$ cat src/rtl/st7735_spi_tx.sv
// Buffered SPI mode-0 byte transmitter for the ST7735 panel.
// Queues {DC, byte} entries and shifts them out MSB-first, chaining queued bytes in one CS frame.
module st7735_spi_tx #(
  parameter int unsigned CLOCK_SPEED_MHZ = 12,
  parameter int unsigned SPI_DIV         = 2,
  parameter int unsigned FIFO_DEPTH      = 4
) (
  input  logic       SYSTEM_CLK,
  input  logic       RST,
  input  logic [7:0] TX_DATA,
  input  logic       TX_DC,
  input  logic       TX_VALID,
  output logic       TX_READY,
  output logic       BUSY,
  output logic       CS,
  output logic       DC,
  output logic       MOSI,
  output logic       LCD_CLK
);

  localparam int unsigned PW = 8;
  localparam int unsigned AW = (FIFO_DEPTH > 1) ? $clog2(FIFO_DEPTH) : 1;
  localparam int unsigned CW = AW + 1;
  localparam int unsigned EW = 9;
  localparam logic [PW-1:0] PHASE_LAST = PW'(SPI_DIV - 1);

  localparam logic [2:0] S_IDLE = 3'd0;
  localparam logic [2:0] S_LOW  = 3'd1;
  localparam logic [2:0] S_HIGH = 3'd2;
  localparam logic [2:0] S_HOLD = 3'd3;
  localparam logic [2:0] S_GAP  = 3'd4;

  // Reject illegal parameterisations at elaboration time.
  if (SPI_DIV < 1 || SPI_DIV > 255 || FIFO_DEPTH < 2 ||
      (FIFO_DEPTH & (FIFO_DEPTH - 1)) != 0 || CLOCK_SPEED_MHZ == 0) begin : g_param_check
    $error("st7735_spi_tx: illegal parameter value");
  end

  logic [EW-1:0] mem [FIFO_DEPTH];
  logic [AW-1:0] wr_ptr, rd_ptr;
  logic [CW-1:0] count;
  logic          push, pop, full, empty;
  logic [EW-1:0] head;

  logic [2:0]    state, state_next;
  logic [PW-1:0] phase, phase_next;
  logic [2:0]    bit_cnt, bit_next;
  logic [6:0]    shift, shift_next;
  logic          cs_next, dc_next, mosi_next, clk_next;
  logic          load;

  assign full     = (count == CW'(FIFO_DEPTH));
  assign empty    = (count == '0);
  assign push     = TX_VALID && !full;
  assign TX_READY = !full;
  assign BUSY     = !empty || (state != S_IDLE);
  assign head     = mem[rd_ptr];
  assign pop      = load;

  // Storage array carries no reset; validity is tracked by the pointers.
  always_ff @(posedge SYSTEM_CLK) begin
    if (push) mem[wr_ptr] <= {TX_DC, TX_DATA};
  end

  always_ff @(posedge SYSTEM_CLK or posedge RST) begin
    if (RST) begin
      wr_ptr <= '0;
      rd_ptr <= '0;
      count  <= '0;
    end else begin
      if (push) wr_ptr <= wr_ptr + AW'(1);
      if (pop)  rd_ptr <= rd_ptr + AW'(1);
      case ({push, pop})
        2'b10:   count <= count + CW'(1);
        2'b01:   count <= count - CW'(1);
        default: count <= count;
      endcase
    end
  end

  always_ff @(posedge SYSTEM_CLK or posedge RST) begin
    if (RST) begin
      state   <= S_IDLE;
      phase   <= '0;
      bit_cnt <= '0;
      shift   <= '0;
      CS      <= 1'b1;
      DC      <= 1'b0;
      MOSI    <= 1'b0;
      LCD_CLK <= 1'b0;
    end else begin
      state   <= state_next;
      phase   <= phase_next;
      bit_cnt <= bit_next;
      shift   <= shift_next;
      CS      <= cs_next;
      DC      <= dc_next;
      MOSI    <= mosi_next;
      LCD_CLK <= clk_next;
    end
  end

  // Next-state and output logic; DC/MOSI only move when entering LOW.
  always_comb begin
    state_next = state;
    phase_next = phase;
    bit_next   = bit_cnt;
    shift_next = shift;
    cs_next    = CS;
    dc_next    = DC;
    mosi_next  = MOSI;
    clk_next   = LCD_CLK;
    load       = 1'b0;

    case (state)
      S_IDLE: begin
        cs_next  = 1'b1;
        clk_next = 1'b0;
        if (!empty) begin
          load       = 1'b1;
          phase_next = '0;
          state_next = S_LOW;
        end
      end
      S_LOW: begin
        if (phase == PHASE_LAST) begin
          phase_next = '0;
          clk_next   = 1'b1;
          state_next = S_HIGH;
        end else begin
          phase_next = phase + PW'(1);
        end
      end
      S_HIGH: begin
        if (phase == PHASE_LAST) begin
          phase_next = '0;
          clk_next   = 1'b0;
          if (bit_cnt != 3'd0) begin
            bit_next   = bit_cnt - 3'd1;
            mosi_next  = shift[6];
            shift_next = {shift[5:0], 1'b0};
            state_next = S_LOW;
          end else if (!empty) begin
            load       = 1'b1;
            state_next = S_LOW;
          end else begin
            state_next = S_HOLD;
          end
        end else begin
          phase_next = phase + PW'(1);
        end
      end
      S_HOLD: begin
        if (phase == PHASE_LAST) begin
          phase_next = '0;
          cs_next    = 1'b1;
          state_next = S_GAP;
        end else begin
          phase_next = phase + PW'(1);
        end
      end
      S_GAP: begin
        if (phase == PHASE_LAST) begin
          phase_next = '0;
          state_next = S_IDLE;
        end else begin
          phase_next = phase + PW'(1);
        end
      end
      default: begin
        state_next = S_IDLE;
        phase_next = '0;
        cs_next    = 1'b1;
        clk_next   = 1'b0;
      end
    endcase

    if (load) begin
      cs_next    = 1'b0;
      dc_next    = head[8];
      mosi_next  = head[7];
      shift_next = head[6:0];
      bit_next   = 3'd7;
    end
  end

endmodule

$ cat config.mk
export PLATFORM = sky130hd
export DESIGN_NAME = st7735_spi_tx
export DESIGN_NICKNAME = d
export VERILOG_FILES = /design/src/rtl/st7735_spi_tx.sv
export SDC_FILE = /design/constraint.sdc
export NUM_CORES = 1
export LEC_CHECK = 0
export ABC_AREA = 0
export CAP_MARGIN = 20
export CORE_UTILIZATION = 25
export CTS_CLUSTER_DIAMETER = 120
export DETAILED_ROUTE_END_ITERATION = 16
export GPL_ROUTABILITY_DRIVEN = 0
export GPL_TIMING_DRIVEN = 0
export PLACE_DENSITY = 0.4
export SYNTH_ARGS = -nofsm -noshare
export SYNTH_HDL_FRONTEND = slang
export SYNTH_SLANG_ARGS = --single-unit
$ cat constraint.sdc
create_clock -name SYSTEM_CLK -period 5.5 [get_ports SYSTEM_CLK]
set_input_delay 1.1 -clock SYSTEM_CLK [delete_from_list [all_inputs] [get_ports SYSTEM_CLK]]
set_output_delay 1.1 -clock SYSTEM_CLK [all_outputs]
set_load 0.01 [all_outputs]
# Word level (Yosys, flattened, before mapping)
# Memories as Yosys holds them, arrays and structs flattened.
# Index checks and enable logic that the tools add are counted.
[totals]
reg_bits = 32
ram_bits = 36
out_inout_bits = 6
elab_cells = 88
memories = 1
[memory_table]
columns = ["memory", "words", "word_bits", "rd", "rd_clocked_by_memory_dff", "write_ports", "line_no", "text"]
rows = [
  ["mem", 4, 9, 1, 0, 1, "39", "logic [EW-1:0] mem [FIFO_DEPTH];"],
]
[op_classes]
addsub = 6
n_eq_ne = 15
mux = 35
bitwise_logic = 1
reduce_logical = 19
[op_table]
columns = ["cell", "n"]
rows = [
  ["7-bit two-way mux", 4],
  ["3-bit two-way mux", 9],
  ["8-bit two-way mux", 2],
  ["8-bit case mux with 2 select lines", 1],
  ["3-bit case mux with 5 select lines", 1],
  ["1-bit two-way mux", 12],
  ["2-bit != test (second input constant)", 5],
  ["8-bit by 1-bit adder with 8-bit output (second input constant)", 1],
  ["8-bit by 1-bit equality test with 1-bit output (second input constant)", 1],
  ["2-bit nonzero test", 4],
  ["3-bit by 2-bit equality test with 1-bit output (second input constant)", 2],
  ["3-bit equality test (second input constant)", 2],
  ["3-bit logical NOT", 2],
  ["3-bit case mux with 2 select lines", 1],
  ["3-bit AND reduction", 2],
  ["3-bit nonzero test", 2],
  ["3-bit by 1-bit subtractor with 3-bit output (second input constant)", 2],
  ["5-bit AND reduction", 1],
  ["2-bit by 1-bit adder with 2-bit output (second input constant)", 2],
  ["2-bit two-way mux", 2],
  ["1-bit case mux with 2 select lines", 2],
  ["4-bit OR reduction", 1],
  ["3-bit by 1-bit adder with 3-bit output (second input constant)", 1],
  ["3-bit by 1-bit equality test with 1-bit output (second input constant)", 1],
  ["12 further kinds", 13],
]

# Depth between registers and ports, before layout
[depth]
ltp_word = 7
mapped_depth = 12
ltp_nobuf = 12

# Worst setup path before layout
# No wires, ideal clock.
[synth_path]
path_kind = "reg2reg"
startpoint = "reg phase[1]"
endpoint = "reg count[2]"
setup_ps = 79
t_arrival_ps = 2405
t_required_ps = 5421
setup_slack_ps = 3016
path_stages_with_launch = 13
path_buffers = 0
synth_period_minus_slack_ps = 2484
cell_sequence = "dfrtp_1 inv_1 ha_1 nor4b_4 a41o_2 nand2_4 clkinv_2 ha_1 inv_1 fa_1 xor2_1 nor2_1 xor2_1"
[synth_via]
elab_chain_cells = 5
elab_cells_between_ends = 7
cone_classes = "eq/ne: 3; mux: 3; reduce/logical: 1"
[synth_lines]
columns = ["item", "line_no", "text"]
rows = [
  ["from (decl)", "46", "logic [PW-1:0] phase, phase_next;"],
  ["from (signal assigned)", "93", "phase <= phase_next;"],
  ["8-bit by 1-bit equality test with 1-bit output *", "135", "if (phase == PHASE_LAST) begin"],
  ["1-bit two-way mux *", "135", ""],
  ["1-bit case mux with 2 select lines *", "115", "case (state)"],
  ["2-bit by 1-bit equality test with 1-bit output or 2-bit equality test (tied branches)", "73", "case ({push, pop})"],
  ["3-bit case mux with 2 select lines or 2-bit nonzero test (tied branches)", "n/a", ""],
  ["to (signal assigned)", "74", "2'b10: count <= count + CW'(1);"],
  ["to (signal assigned)", "75", "2'b01: count <= count - CW'(1);"],
  ["to (signal assigned)", "76", "default: count <= count;"],
  ["to (decl)", "41", "logic [CW-1:0] count;"],
]
# Every way passes the cells marked *; elsewhere a longest branch is shown, timed or not.
# A chain may end at the register's enable or synchronous reset.

# Worst setup path after layout
[layout_path]
startpoint = "reg state[1]"
endpoint = "out BUSY"
[layout_via]
elab_chain_cells = 2
[layout_lines]
columns = ["item", "line_no", "text"]
rows = [
  ["from (decl)", "45", "logic [2:0] state, state_next;"],
  ["from (signal assigned)", "92", "state <= state_next;"],
  ["3-bit nonzero test", "56", "assign BUSY = !empty || (state != S_IDLE);"],
  ["1-bit logical OR", "56", ""],
  ["to (decl)", "14", "output logic BUSY,"],
]
# Every way passes these cells.

==> impl_summary.log <==
INFO  metric run_status = complete, no violations
INFO  metric synthArstFlopShare = about 47%
INFO  metric count_of_flip_flops_with_a_built_in_enable_after_synthesis = 36
INFO  metric drive_gt1_share = 18.85%
INFO  metric timing.final.ws_setup = roughly 2.2 ns
INFO  metric worst_path_dominant_cell_family = simple AND/OR/NAND/NOR gates
INFO  metric detail_route.first_pass.iterations = 4
INFO  metric yosys_top_cell_area_share = about a third
INFO  metric hpwlAfterDp = 4160 microns
INFO  metric post_drt_wl_per_cell = ~14 microns
INFO  metric numPlacedInstances = about 410
INFO  metric post_cts_setup_inserts = 0
INFO  metric tritoncts.num_buffers = 9
INFO  metric drt_iter0_drc = 92
INFO  metric clk_latency = between 0.3 and 0.4 ns
INFO  metric ir_worst_vdd = approximately 180 uV
INFO  metric placeableCoreArea = roughly 12000 sq um
INFO  metric cts_htree_levels = 3
INFO  metric finalWirelength = ~6000 microns
INFO  metric synth_area_per_cell = between 10 and 15 sq um
INFO  metric detailedPlace.worstSlack = 2.495 ns
INFO  metric crit_path_top_delay_cell = sky130_fd_sc_hd__nor3_1
INFO  metric cp-startpoint = state[1]
INFO  metric globalRoute.totalOverflow = 0
INFO  metric grt_start_max_net_pins = 20
INFO  metric timing.critical_path.cells = buf_2, nor3_1, nand2_1, clkdlybuf4s50_1
INFO  metric chipHeight = roughly 110 microns
INFO  metric critPathCaptureType = output port
INFO  metric die_x = around 110 microns
INFO  metric timing.hold.ws = between 0.4 and 0.5 ns
INFO  metric cts_sinks = 68
INFO  metric timing.fmax = about 300 MHz
INFO  metric finalInstanceArea = just under 4000 sq um
INFO  metric crit_buf_inv = 2
INFO  metric fin_skew = slightly above 0.006 ns
INFO  metric power.leakage = approximately 1.5 nW
INFO  metric diodes = 0
INFO  metric clock_tree_from_tritoncts = built
INFO  metric rsz0062_at_grt = false
INFO  metric yosys.cell_types.count = 50
INFO  metric initial_cell_density_of_the_core = between 20% and 30%
INFO  metric seq_area_frac_synth = between 60 and 70%
INFO  metric synthesis.area = 3125 sq um
INFO  metric post_drt_via_cell_ratio = 4.308
INFO  metric route.vias.total = around 1.8k
INFO  metric share_of_the_cycle_needed_by_the_critical_path_after_routing = 60.06%
INFO  metric drc_violations = 0
INFO  metric crit-reg2reg-launch = phase[0]
INFO  metric cts_resized = 0
INFO  metric cp_data_required_time = 4.40 ns
INFO  metric slew_at_the_pin_closest_to_its_max_slew_limit = 0.7911 ns
INFO  metric syn-num-nets = between 200 and 250
INFO  metric synth_warnings = 0
INFO  metric final_max_slew_viol_count = 0
INFO  metric area_growth_syn_to_layout = 23.26%
INFO  metric layout.cells.most_common = sky130_fd_sc_hd__edfxtp_1
INFO  metric timing.final.setup_violations = 0
INFO  metric crit_path_start_kind = flop
INFO  metric arrival = roughly 2.2 ns
INFO  metric placement_rows = 40
INFO  metric worst_hold_path_type = reg -> reg
INFO  metric finalHoldViolCount = 0
INFO  metric slew_headroom = approximately 47%
INFO  metric holdCritStartpoint = DC
INFO  metric fin_crit = 3.303 ns
INFO  metric yosysTopAreaCell = sky130_fd_sc_hd__edfxtp_1
INFO  metric synth-main-ff-cell = sky130_fd_sc_hd__edfxtp_1
INFO  metric synth-seq-cells = between 60 and 70
INFO  metric design.die.area = 12950 sq um
INFO  metric globalRouteTotalUtil = 10.76%
INFO  metric power = 2.155 mW
INFO  metric pin_count = 18
INFO  metric category_of_the_critical_setup_timing_path = reg -> out
INFO  metric route.antenna.remaining_nets = 0
INFO  metric synth_area_leaders = sky130_fd_sc_hd__edfxtp_1, sky130_fd_sc_hd__dfrtp_1, sky130_fd_sc_hd__mux4_2, sky130_fd_sc_hd__ha_1, sky130_fd_sc_hd__xnor2_1
INFO  metric grt_pass1_wl = about 10000 microns
INFO  metric ctsLongestPathBuffers = 2
INFO  metric leading_cell_types_in_the_layout_fill_and_taps_excluded = sky130_fd_sc_hd__edfxtp_1, sky130_fd_sc_hd__dfrtp_1, sky130_fd_sc_hd__inv_1, sky130_fd_sc_hd__clkdlybuf4s50_1
INFO  metric clk_pin_slew = 0.05 ns
INFO  metric post-route-util = between 30% and 40%
INFO  metric dpl-instance-area = between 3000 and 4000 sq um
INFO  metric cellPowerDensity = around 560 nW/um^2
INFO  metric buffer_ports.inserted = 17
INFO  metric syn_inst = between 200 and 250
INFO  metric via_count_of_the_first_global_routing_pass = between 1.5k and 2k
INFO  metric cpPeakStageDelay = 0.67 ns
INFO  metric initial_antenna_violation_count = 0
INFO  metric timing.critical_path.fanout_max = 10
INFO  metric setup-tns-final = 0 ns
INFO  metric cts_hold_repair.buffers = 0
INFO  metric clock_tree.root_cell = sky130_fd_sc_hd__clkbuf_16
INFO  metric final-instance-count-excl-fill = between 400 and 500
INFO  metric final.fill_count = 1245
INFO  metric cap_violations = 0
INFO  metric nNetsFinal = between 200 and 300
## metal layers
layer	wire, microns	track usage [%]	vias to the layer above
met2	2844	16.83	32
met1	2959	13.88	912
met4	97	3.896	0
li1	-	-	890
met3	244	3.613	10
met5	0	0	-
## cells by family after synthesis
logic type | after synthesis | synth area share (%)
xor gates and xnor gates | 12 | 3.363
AOI/OAI and AO/OA | 37 | 7.967
DFF | 68 | 60.25
and+or+nand+nor | 52 | 9.648
buffers and inverters | 26 | 3.522
muxes | 21 | 11.01
adders and majority gates | 10 | 4.243
## flip-flops by register name, indices dropped and copies added, names as in the netlist, 2 cells and up
signal	cells
phase	8
count	3
wr_ptr	2
rd_ptr	2
mem	36
state	3
bit_cnt	3
shift	7
## where the power goes
group | switching (mW) | internal (mW) | total, mW | leakage [nW]
Sequential | 0.0798 | 0.698 | 0.778 | 0.716
Clock | 0.216 | 0.397 | 0.613 | 0.153
Combinational | 0.414 | 0.350 | 0.764 | 0.613
## synth_stat cells, types with 2 or more instances
cell	instances
sky130_fd_sc_hd__nor2_1	13
sky130_fd_sc_hd__nand2_1	8
sky130_fd_sc_hd__mux2i_1	4
sky130_fd_sc_hd__inv_1	18
sky130_fd_sc_hd__xor2_1	2
sky130_fd_sc_hd__edfxtp_1	36
sky130_fd_sc_hd__mux2_4	3
sky130_fd_sc_hd__and3_1	4
sky130_fd_sc_hd__buf_2	3
sky130_fd_sc_hd__a211oi_1	3
sky130_fd_sc_hd__clkbuf_1	3
sky130_fd_sc_hd__a21oi_1	13
sky130_fd_sc_hd__nand3_1	9
sky130_fd_sc_hd__or3_1	2
sky130_fd_sc_hd__dfrtp_1	31
sky130_fd_sc_hd__mux4_2	9
sky130_fd_sc_hd__o2bb2ai_1	2
sky130_fd_sc_hd__nor3_2	3
sky130_fd_sc_hd__o21ai_0	7
sky130_fd_sc_hd__mux2_2	4
sky130_fd_sc_hd__nor3_1	3
sky130_fd_sc_hd__ha_1	9
sky130_fd_sc_hd__xnor2_1	10
## area by class of cell
type	count	area [sq um]	share of cell area, %
timing repair buffer	18	197.7	5.132
multi-input combinational	132	1132	29.39
buffer	7	37.54	0.9743
sequential	68	1883	48.88
clock buffer	10	229.0	5.944
tap	168	210.2	5.456
clock inverter	6	90.09	2.338
inverter	19	72.57	1.884
## final timing paths
| kind | to | slack, ns | depth (start not counted) |
|---|---|---|---|
| max | BUSY | 2.20 | 4 |
| min | DC | 0.48 | 1 |
| max reg2reg | count[2] | 2.64 | 11 |
| min reg2reg | DC | 0.48 | 1 |
| max in group asynchronous | shift[5] | 3.79 | 3 |
| min in group asynchronous | phase[2] | 1.18 | 2 |
No activity file was read; power rests on OpenSTA's default activity.
